File: config.mk
export PLATFORM = sky130hd
export DESIGN_NAME = if_id_skid_stage_flat
export DESIGN_NICKNAME = d
export VERILOG_FILES = /design/src/rtl/if_id_skid_stage_if.sv /design/src/rtl/if_id_skid_stage.sv /design/src/flat_wrapper.sv
export SDC_FILE = /design/constraint.sdc
export NUM_CORES = 1
export LEC_CHECK = 0
export ABC_AREA = 1
export BUFFER_PORTS_ARGS = -buffer_cell sky130_fd_sc_hd__buf_2
export CORE_MARGIN = 2
export CORE_UTILIZATION = 25
export CTS_CLUSTER_DIAMETER = 50
export DETAILED_ROUTE_END_ITERATION = 8
export PLACE_DENSITY_LB_ADDON = 0.08
export SYNTH_ARGS = -nofsm -noshare
export SYNTH_HDL_FRONTEND = slang
export SYNTH_SLANG_ARGS = --single-unit
File: constraint.sdc
create_clock -name clk -period 8.9 [get_ports clk]
set_clock_uncertainty 0.15 [all_clocks]
set_input_delay 0.89 -clock clk [delete_from_list [all_inputs] [get_ports clk]]
set_output_delay 0.89 -clock clk [all_outputs]
set_load 0.1 [all_outputs]
File: src/rtl/if_id_skid_stage_if.sv
// IF->ID handshake bundle: fetch-side valid/ready/bus, flush, decode-side ready and unpacked fields.
// master = environment driving the stage, slave = the stage itself.
interface if_id_skid_stage_if #(
    parameter int PC_WIDTH    = 32,
    parameter int INSTR_WIDTH = 32
);
    localparam int BUS_W = 2 * PC_WIDTH + INSTR_WIDTH + 1;

    logic                   in_valid;
    logic                   in_ready;
    logic [BUS_W-1:0]       if_id_bus;
    logic                   flush;
    logic                   id_ready;
    logic                   out_valid;
    logic [PC_WIDTH-1:0]    out_pc;
    logic [INSTR_WIDTH-1:0] out_instr;
    logic [PC_WIDTH-1:0]    out_pc_4;
    logic                   out_diffen;
    logic [31:0]            flush_drop_cnt;

    modport master (
        output in_valid, if_id_bus, flush, id_ready,
        input  in_ready, out_valid, out_pc, out_instr, out_pc_4, out_diffen, flush_drop_cnt
    );

    modport slave (
        input  in_valid, if_id_bus, flush, id_ready,
        output in_ready, out_valid, out_pc, out_instr, out_pc_4, out_diffen, flush_drop_cnt
    );
endinterface

File: src/rtl/if_id_skid_stage.sv
// IF->ID pipeline register with a two-entry (main + skid) buffer, flush and NOP injection.
// Latency: one cycle from accept to out_* when main is free or firing.
// Backpressure: in_ready is a flop (~skid valid); no combinational path from id_ready to in_ready.
module if_id_skid_stage #(
    parameter int                     PC_WIDTH    = 32,
    parameter int                     INSTR_WIDTH = 32,
    parameter logic [INSTR_WIDTH-1:0] NOP_INSTR   = 32'h0000_0013
) (
    input logic               clk,
    input logic               rst,
    if_id_skid_stage_if.slave ifid
);
    typedef struct packed {
        logic [PC_WIDTH-1:0]    pc;
        logic [INSTR_WIDTH-1:0] instr;
        logic [PC_WIDTH-1:0]    pc_4;
        logic                   diffen;
    } bundle_t;

    bundle_t     bus_dat;
    bundle_t     m_dat;
    bundle_t     s_dat;
    logic        m_vld;
    logic        s_vld;
    logic        in_rdy_q;
    logic [31:0] drop_cnt;

    logic        accept;
    logic        fire;
    logic [1:0]  drop_inc;

    assign bus_dat = ifid.if_id_bus;
    assign accept  = ifid.in_valid & in_rdy_q & ~ifid.flush;
    assign fire    = m_vld & ifid.id_ready;

    // A main entry that decode takes in the flush cycle was delivered, not dropped.
    always_comb begin
        drop_inc = 2'd0;
        drop_inc = {1'b0, m_vld & ~ifid.id_ready} + {1'b0, s_vld} + {1'b0, ifid.in_valid};
    end

    always_ff @(posedge clk or posedge rst) begin
        if (rst) begin
            m_vld    <= 1'b0;
            s_vld    <= 1'b0;
            in_rdy_q <= 1'b1;
            m_dat    <= '0;
            s_dat    <= '0;
            drop_cnt <= '0;
        end else if (ifid.flush) begin
            m_vld    <= 1'b0;
            s_vld    <= 1'b0;
            in_rdy_q <= 1'b1;
            drop_cnt <= drop_cnt + {30'd0, drop_inc};
        end else if (!m_vld || fire) begin
            if (s_vld) begin
                // in_ready was low, so nothing new can arrive while the skid drains.
                m_vld    <= 1'b1;
                m_dat    <= s_dat;
                s_vld    <= 1'b0;
                in_rdy_q <= 1'b1;
            end else begin
                m_vld <= accept;
                if (accept) begin
                    m_dat <= bus_dat;
                end
            end
        end else if (accept) begin
            s_vld    <= 1'b1;
            s_dat    <= bus_dat;
            in_rdy_q <= 1'b0;
        end
    end

    assign ifid.in_ready       = in_rdy_q;
    assign ifid.out_valid      = m_vld;
    assign ifid.out_pc         = m_dat.pc;
    assign ifid.out_pc_4       = m_dat.pc_4;
    assign ifid.out_instr      = m_vld ? m_dat.instr : NOP_INSTR;
    assign ifid.out_diffen     = m_vld & m_dat.diffen;
    assign ifid.flush_drop_cnt = drop_cnt;

    a_skid_implies_main: assert property (@(posedge clk) disable iff (rst) s_vld |-> m_vld);

    a_ready_tracks_skid: assert property (@(posedge clk) disable iff (rst) in_rdy_q == ~s_vld);

    // With the skid full and decode stalled, the stage must look frozen to both neighbours.
    a_stall_stable: assert property (@(posedge clk) disable iff (rst)
        (s_vld && !ifid.id_ready && !ifid.flush) |=>
            $stable({ifid.out_valid, ifid.out_pc, ifid.out_instr, ifid.out_pc_4,
                     ifid.out_diffen, ifid.in_ready}));
endmodule

File: src/flat_wrapper.sv
// flat-port wrapper written by rule: the top's interface ports become plain ports
module if_id_skid_stage_flat 
#(
    parameter int                     PC_WIDTH    = 32,
    parameter int                     INSTR_WIDTH = 32,
    parameter logic [INSTR_WIDTH-1:0] NOP_INSTR   = 32'h0000_0013
)
  (clk, rst, ifid_in_valid, ifid_if_id_bus, ifid_flush, ifid_id_ready, ifid_in_ready, ifid_out_valid, ifid_out_pc, ifid_out_instr, ifid_out_pc_4, ifid_out_diffen, ifid_flush_drop_cnt);
  if_id_skid_stage_if #(.PC_WIDTH(PC_WIDTH), .INSTR_WIDTH(INSTR_WIDTH)) ifid_i ();
  input logic clk;
  input logic rst;
  input wire logic [$bits(ifid_i.in_valid)-1:0] ifid_in_valid;
  input wire logic [$bits(ifid_i.if_id_bus)-1:0] ifid_if_id_bus;
  input wire logic [$bits(ifid_i.flush)-1:0] ifid_flush;
  input wire logic [$bits(ifid_i.id_ready)-1:0] ifid_id_ready;
  output wire logic [$bits(ifid_i.in_ready)-1:0] ifid_in_ready;
  output wire logic [$bits(ifid_i.out_valid)-1:0] ifid_out_valid;
  output wire logic [$bits(ifid_i.out_pc)-1:0] ifid_out_pc;
  output wire logic [$bits(ifid_i.out_instr)-1:0] ifid_out_instr;
  output wire logic [$bits(ifid_i.out_pc_4)-1:0] ifid_out_pc_4;
  output wire logic [$bits(ifid_i.out_diffen)-1:0] ifid_out_diffen;
  output wire logic [$bits(ifid_i.flush_drop_cnt)-1:0] ifid_flush_drop_cnt;
  assign ifid_i.in_valid = ifid_in_valid;
  assign ifid_i.if_id_bus = ifid_if_id_bus;
  assign ifid_i.flush = ifid_flush;
  assign ifid_i.id_ready = ifid_id_ready;
  assign ifid_in_ready = ifid_i.in_ready;
  assign ifid_out_valid = ifid_i.out_valid;
  assign ifid_out_pc = ifid_i.out_pc;
  assign ifid_out_instr = ifid_i.out_instr;
  assign ifid_out_pc_4 = ifid_i.out_pc_4;
  assign ifid_out_diffen = ifid_i.out_diffen;
  assign ifid_flush_drop_cnt = ifid_i.flush_drop_cnt;
  if_id_skid_stage #(.PC_WIDTH(PC_WIDTH), .INSTR_WIDTH(INSTR_WIDTH), .NOP_INSTR(NOP_INSTR)) u_core (.clk(clk), .rst(rst), .ifid(ifid_i));
endmodule
# Yosys cells after proc, flatten, opt, wreduce, memory -nomap -nowiden
# Index checks and enable logic that the tools add are counted.
# totals
reg_bits,229
ram_bits,0
latch_bits,0
rom_bits,0
n_memories,0
# op_classes
addsub,3
n_reduce_logical,8
magnitude_cmp,0
eq_ne,1
n_div,0
mul,0
bitwise_logic,8
n_shift,0
muxes,13
# ops
cell,n
$mux W97,2
$add A32 B2 Y32,1
$mux W32,1
$mux W1,10
$reduce_and A3 Y1,2
$and A1 B1 Y1,5
$reduce_bool A2 Y1,2
$ne A3 B2 Y1 const B,1
$not A1 Y1,3
$reduce_bool A3 Y1,1
$add A1 B1 Y2,1
$add A2 B1 Y2,1
$reduce_and A2 Y1,1
$logic_not A1 Y1,1
$logic_or A1 B1 Y1,1

# Depth between registers and ports, before layout
# Gate-level depths: netlist of the first run.
# depth
depth_word,5
depth_mapped,14
mapped_depth_nobuf,13

# Worst setup path after synthesis of the first run
# OpenSTA, ideal clock, no wires.
# synth_timing
path_kind,register -> register
start,register u_core.m_vld (netlist: u_core.ifid.out_valid)
end,register u_core.drop_cnt[8] (netlist: u_core.ifid.flush_drop_cnt[8])
n_path_buf,1
setup_ns,0.164
arrival_ns,2.971
path_stages_with_launch,12
path_slack_ns,5.615
path_cell_list,dfrtp_1 buf_4 inv_2 nor2_8 fa_1 ha_1 fa_1 nand3_1 nor2_1 nand2_1 nor2_1 xor2_1
# synth_via
elab_chain_cells,4
# synth_lines
element,line_no,rtl
from (decl),if_id_skid_stage.sv:23,logic m_vld;
from (signal assigned),if_id_skid_stage.sv:63,m_vld <= accept;
$and A1 B1 Y1,if_id_skid_stage.sv:39,"drop_inc = {1'b0, m_vld & ~ifid.id_ready} + {1'b0, s_vld} + {1'b0, ifid.in_valid};"
$add A1 B1 Y2,if_id_skid_stage.sv:39,
$add A2 B1 Y2,if_id_skid_stage.sv:39,
$add A32 B2 Y32,if_id_skid_stage.sv:54,"drop_cnt <= drop_cnt + {30'd0, drop_inc};"
to (signal assigned),if_id_skid_stage.sv:54,
to (decl),if_id_skid_stage.sv:26,logic [31:0] drop_cnt;
# Every way passes these cells.
# A chain may end at the register's enable or synchronous reset.

# Worst setup path in the final report of the first run
# layout_timing
start,register u_core.s_vld
end,register u_core.m_dat[36] (netlist bit)
# layout_via
elab_chain_cells,2
elab_cells_between_ends,3
cone_classes,1 x mux; 2 x reduce/logical
# layout_lines
element,line_no,rtl
from (decl),if_id_skid_stage.sv:24,logic s_vld;
from (signal assigned),if_id_skid_stage.sv:45,s_vld <= 1'b0;
from (signal assigned),if_id_skid_stage.sv:52,s_vld <= 1'b0;
from (signal assigned),if_id_skid_stage.sv:60,s_vld <= 1'b0;
$reduce_bool A2 Y1 (no source line),n/a,
$reduce_and A3 Y1 (no source line),n/a,
to (signal assigned),if_id_skid_stage.sv:59,m_dat <= s_dat;
to (signal assigned),if_id_skid_stage.sv:65,m_dat <= bus_dat;
to (decl),if_id_skid_stage.sv:21,bundle_t m_dat;
# Several ways; a longest one is shown, not always the timed one.

==> metrics.cfg, run 1 <==
[global_route]
grt_pass1_vias = 8292
grt_max_degree = 109
grt_usage_pct = 13.2
grt_antenna_before_repair = 1
overflow = 0
grt_pass1_wl_um = 48100

[yosys]
avgSynthCellArea_um2 = 8.45
synth_area_leaders = dfrtp_1 51%, nand2_1 14%, o21ai_0 5.7%
synth-edff-count = 0
syn_nets = 1428
yosys-top-cells-count = 402 x nand2_1, 228 x dfrtp_1, 164 x inv_1
synth_top_cell_by_area = dfrtp_1
synthCells = 1322
yosys_warnings = 0
synth_cell_types = 30
synthDominantCellAreaShare_pct = 51.1
yosysMostFrequentCell = nand2_1
ys_ff_latch = 229
async_flop_share_pct = 100
ys_seq_area_share_pct = 51.3
synthFlopType = dfrtp_1
syn_area_um2 = 11200

[floorplanning]
fp.coreArea_um2 = 44100
rows = 77
die_x_um = 215
ioPinCount = 233
die-area_um2 = 46400
die_y_um = 215
floorplan.initialDensity_pct = 25.3

[final_layout]
final_cell_area_um2 = 13500
syn_to_final_growth_pct = 21.1
drive_gt1_share_pct = 24.8
final_nets = 1577
final_util_pct = 30.7
antenna_cells = 0
fillers = 4826

[clock_network]
clockBufferDepth = 3
cts_tree = yes
clkTransAtPathRegs_ns = 0.05
cts-resized-gates = 0
cts_inserted_buffers = 40
h-tree-depth = 2
clockRootBuffer = clkbuf_16
insertion_delay_ns = 0.53
cts_hold_buf = 0
postCtsSetupBuffers = 0
clock-sinks = 229

[sta]
finalHoldViolCount = 0
worstMarginPinSlew_ns = 1.14
setup_viol = 0
relSlewSlack_pct = 23.9
fin_crit_ns = 3.41
report.final.slew_viol_count = 0
fin_tns_setup_ns = 0
layout_setup_ws_ns = 5.49
rsz0062_at_grt = false
fmax_mhz = 294
layout_worst_path_cycle_share_pct = 38.3

[outcome]
run_status = completed

[routing]
via_per_inst = 4.07
postRouteAntennaNets = 0
num_vias = 8517
wl_per_cell_um = 14.4
drc_errors = 0
dr.pass1.iters = 7
drt_iter0_markers = 568
wirelength_um = 30000

[critical_path]
arrival_ns = 3.69
critPathCaptureType = register
crit_path_start_kind = register
worstSetupStartpoint = u_core.s_vld
crit_required_ns = 9.19
r2r-start = u_core.s_vld
critPathKind = reg -> reg
crit_path_max_fanout = 100

[worst_hold_path]
hold_path_class = reg -> reg
hp-start = u_core.s_dat[91]

[placement]
place_area_um2 = 12200
preCtsSetupSlack_ns = 5.31
io_buffers = 232
dpl.hpwl_um = 19300
gp_congestion = 0.706

[job]
cap_violations = 0

[power]
p_leak_uw = 0.00728
powerDensity_nw_per_um2 = 304
ir_drop_v = 0.000235

## layout by cell type, fill, tap and decap left out, drive strengths merged, types with 6 or more instances in the layout
cell | netlist | final
buf | 111 | 239
clkinv | 0 | 7
inv | 167 | 167
dfrtp | 228 | 228
nor3 | 8 | 8
xor2 | 12 | 12
nand2 | 403 | 403
o21ai | 288 | 288
nand4 | 14 | 14
nor2 | 33 | 33
xnor2 | 6 | 6
clkinvlp | 0 | 9
nand3 | 16 | 16
clkbuf | 21 | 50
## layer usage
| metal | global-route usage, % | vias to the layer above | share of wire, % |
|---|---|---|---|
| met5 | 0 | - | 0.037 |
| met4 | 3.89 | 2 | 2.3 |
| met3 | 3.28 | 49 | 4.8 |
| met2 | 20.0 | 185 | 44 |
| met1 | 18.5 | 3879 | 49 |
| li1 | - | 4402 | - |
## state kept, by name, summed over array words and instances, names as in the netlist
| signal | count |
|---|---|
| u_core.ifid.out_pc | 32 |
| u_core.ifid.out_valid | 1 |
| u_core.s_vld | 1 |
| u_core.ifid.in_ready | 1 |
| u_core.s_dat | 97 |
| u_core.m_dat | 33 |
| u_core.ifid.flush_drop_cnt | 32 |
| u_core.ifid.out_pc_4 | 32 |
## worst max-delay path, cell delays in order, from the launching register on
cell     delay (ns)
dfrtp_1        0.44
inv_6          0.49
nand2_1        0.14
nand2_2        0.16
nor2_8         0.07
inv_6          0.48
buf_4          0.92
nand2_1        0.09
o21ai_1        0.13
## metrics by stage
| stage | hold slack, ns | total power (uW) | std cells |
|---|---|---|---|
| 3_3_place_gp | 0.309 | 2580 | 2021 |
| 6_report | 0.322 | 4110 | 2091 |
| 3_5_place_dp | 0.312 | 2590 | 2021 |
| 5_1_grt | 0.345 | 4340 | 2091 |
| 2_1_floorplan | 0.298 | 2470 | 1322 |
| 4_1_cts | 0.325 | 4190 | 2091 |
## final timing paths
| path | end | slack, ns | depth (start not counted) |
|---|---|---|---|
| worst max-delay path | u_core.m_dat[36] | 5.49 | 8 |
| worst min-delay path | u_core.s_dat[91] | 0.32 | 2 |
| worst max register to register | u_core.m_dat[36] | 5.49 | 8 |
| worst min register to register | u_core.s_dat[91] | 0.32 | 2 |
| max in group asynchronous | u_core.s_dat[72] | 6.76 | 3 |
| min in group asynchronous | u_core.ifid.flush_drop_cnt[30] | 0.33 | 2 |
## power breakdown
part	switching [uW]	leakage [uW]	internal, uW	total, uW
Combinational	933	0.00375	219	1150
Sequential	130	0.00289	1280	1410
Clock	550	0.000638	1010	1560
Total	1610	0.00728	2500	4110
## cells by family (layout without fill, tap and decap cells)
family | after synthesis | count (layout) | synth area share [%]
simple gates | 479 | 479 | 17.4
buf+inv | 299 | 476 | 14.2
compound gates | 293 | 293 | 15.0
flops | 229 | 229 | 51.3
xor+xnor | 18 | 18 | 1.41
fa+ha+maj | 4 | 4 | 0.582
## layout make-up
cell class,count,area [um2],share of cell area [%]
Clock buffer,50,1120,8.28
Clock inverter,20,230,1.70
Multi-Input combinational cell,794,3850,28.4
Timing Repair Buffer,239,1210,8.97
Tap cell,592,741,5.47
Inverter,167,644,4.76
Sequential cell,229,5730,42.4
No activity file was read; power rests on OpenSTA's default activity.
==> run 2, diff against run 1 <==
clock period = 3.15 ns   (was 8.9 ns; I/O delays follow)
==> run 2 against run 1 <==
Against the previous run: flip-flop and latch count unchanged; first-iteration DRC count decreased by 9.2%; worst setup slack got worse by 5.0 ns; via count increased by 4.3%; hold slack got worse by 0.17 ns; power increased to 2.8 times the previous value; clock power increased to 2.8 times the previous value; critical path depth increased by 6; design area increased by 8.3%; combinational power increased to 2.9 times the previous value; clock-buffer cell count increased by 3; die area unchanged; critical path type is now in -> reg; largest power group unchanged; highest routed layer is now met4.
==> metrics.cfg, run 2 (synthesis results as in run 1) <==
[outcome]
run_status = completed

[critical_path]
reg2reg_depth = 12
critPathCaptureType = register
path_cells = dlygate4sd3_1 -> buf_2 -> nor2_8 -> fa_1 -> ha_1 -> fa_1 -> nand3_1 -> nor2_1 -> nand2_1 -> nor2_4 -> nand2_1 -> nand2_1 -> nand2_1 -> inv_1
crit_required_ns = 3.43
slowest_delay_ns = 0.53
critPathMostFrequentCell = nand2_1
critPathKind = in -> reg
crit_path_max_fanout = 7
crit_path_start_kind = input pin
cp_slowest_cell = dlygate4sd3_1
arrival_ns = 2.94

[floorplanning]
die_x_um = 215
die-area_um2 = 46400
floorplan.initialDensity_pct = 25.3
ioPinCount = 233
fp.coreArea_um2 = 44100
rows = 77
die_y_um = 215

[global_route]
overflow = 0
grt_usage_pct = 13.4
grt_max_degree = 196
grt_antenna_before_repair = 1
grt_pass1_vias = 9087
grt_pass1_wl_um = 49500

[sta]
setup_viol = 0
fmax_mhz = 375
layout_worst_path_cycle_share_pct = 84.6
fin_crit_ns = 2.66
finalHoldViolCount = 0
rsz0062_at_grt = false
layout_setup_ws_ns = 0.486
hold_ws_ns = 0.154
report.final.slew_viol_count = 0
relSlewSlack_pct = 48.3
worstMarginPinSlew_ns = 0.776

[clock_network]
postCtsSetupBuffers = 0
cts_tree = yes
clock-sinks = 229
clockRootBuffer = clkbuf_16
cts-resized-gates = 0
clockBufferDepth = 3
insertion_delay_ns = 0.54
h-tree-depth = 2
cts_inserted_buffers = 38
clkTransAtPathRegs_ns = 0.05
cts_hold_buf = 101

[final_layout]
final_cell_area_um2 = 14700
fillers = 4762
layout_commonest_cell = nand2_1
drive_gt1_share_pct = 23.0
syn_to_final_growth_pct = 31.2
seqCellArea_um2 = 5730
largest_reg_flops = 97
final_util_pct = 33.2
largest-register = u_core.s_dat
final_nets = 1681
largest_registers = u_core.s_dat x97, u_core.m_dat x33
mostFrequentLayoutCells = 402 x nand2_1, 232 x buf_2, 228 x dfrtp_1
multiInputGateArea_um2 = 3850

[worst_hold_path]
hold_path_class = in -> async

[placement]
place_area_um2 = 12300
gp_congestion = 0.769
dpl.hpwl_um = 19300
io_buffers = 232
preCtsSetupSlack_ns = 0.494

[routing]
dr.pass1.iters = 5
wl_met2_um = 14100
drc_errors = 0
num_vias = 8885
wirelength_um = 30500
drt_iter0_markers = 516
wl_per_cell_um = 13.9
via_per_inst = 4.05
highest_layer = met4
postRouteAntennaNets = 0
drt-met1-wl_um = 14100
met3_wirelength_um = 1530

[power]
powerDensity_nw_per_um2 = 798
ir_drop_v = 0.000574
p_leak_uw = 0.00777

[job]
cap_violations = 0

-- run 2: changes by cell type in the layout (fill, tap and decap cells not counted), moves of 4 or more --
cell and delta:
clkbuf_1 +6, dlygate4sd3_1 +101, buf_4 -4, clkinvlp_4 -5
buf_12 +9
-- run 2: cell type report --
| cell class | instances | area share, % |
|---|---|---|
| clock inverter | 14 | 1.49 |
| clock buffer | 53 | 7.51 |
| timing repair buffer | 345 | 16.2 |
| sequential | 229 | 39.1 |
| inverter | 167 | 4.37 |
| tap | 592 | 5.05 |
| multi-input combinational | 794 | 26.3 |
| antenna | 1 | 0.0171 |
-- run 2: worst max-delay path: cells and delay by family --
family | cells | cell delay (ns)
AND/OR/NAND/NOR | 8 | 0.82
adder cells (fa/ha/maj) | 3 | 1.08
buffers and inverters | 3 | 0.72
-- run 2: where the power goes --
part | leakage [uW] | switching, uW | total [uW] | internal (uW)
combinational | 0.00424 | 2660 | 3380 | 719
sequential | 0.00289 | 361 | 3960 | 3600
clock | 0.000634 | 1510 | 4360 | 2850
total | 0.00777 | 4530 | 11700 | 7180
-- run 2: per-layer routing --
metal | up-vias | GRT usage [%]
li1 | 4608 | -
met1 | 4047 | 17.4
met2 | 185 | 22.1
met3 | 45 | 2.85
met4 | 0 | 4.74
met5 | - | 0
-- run 2: final timing paths --
check / from / end / slack (ns)
worst max-delay path: ifid_id_ready / u_core.ifid.flush_drop_cnt[16] / 0.49
worst min-delay path: rst / u_core.m_dat[61] / 0.15
worst max register to register: u_core.ifid.out_valid / u_core.ifid.flush_drop_cnt[26] / 0.54
worst min register to register: u_core.ifid.out_pc[0] / u_core.ifid.out_pc[0] / 0.32
max in group asynchronous: rst / u_core.ifid.out_pc_4[26] / 1.97
min in group clk: u_core.ifid.out_pc[0] / u_core.ifid.out_pc[0] / 0.32
-- run 2: per-stage QoR --
stage	power [uW]	TNS (ns)	cells
after global placement	7300	0	2026
final	11700	0	2195
after detailed placement	7330	0	2026
after global routing	12300	0	2195
after floorplan	6980	-71.09	1322
after CTS	11900	0	2194
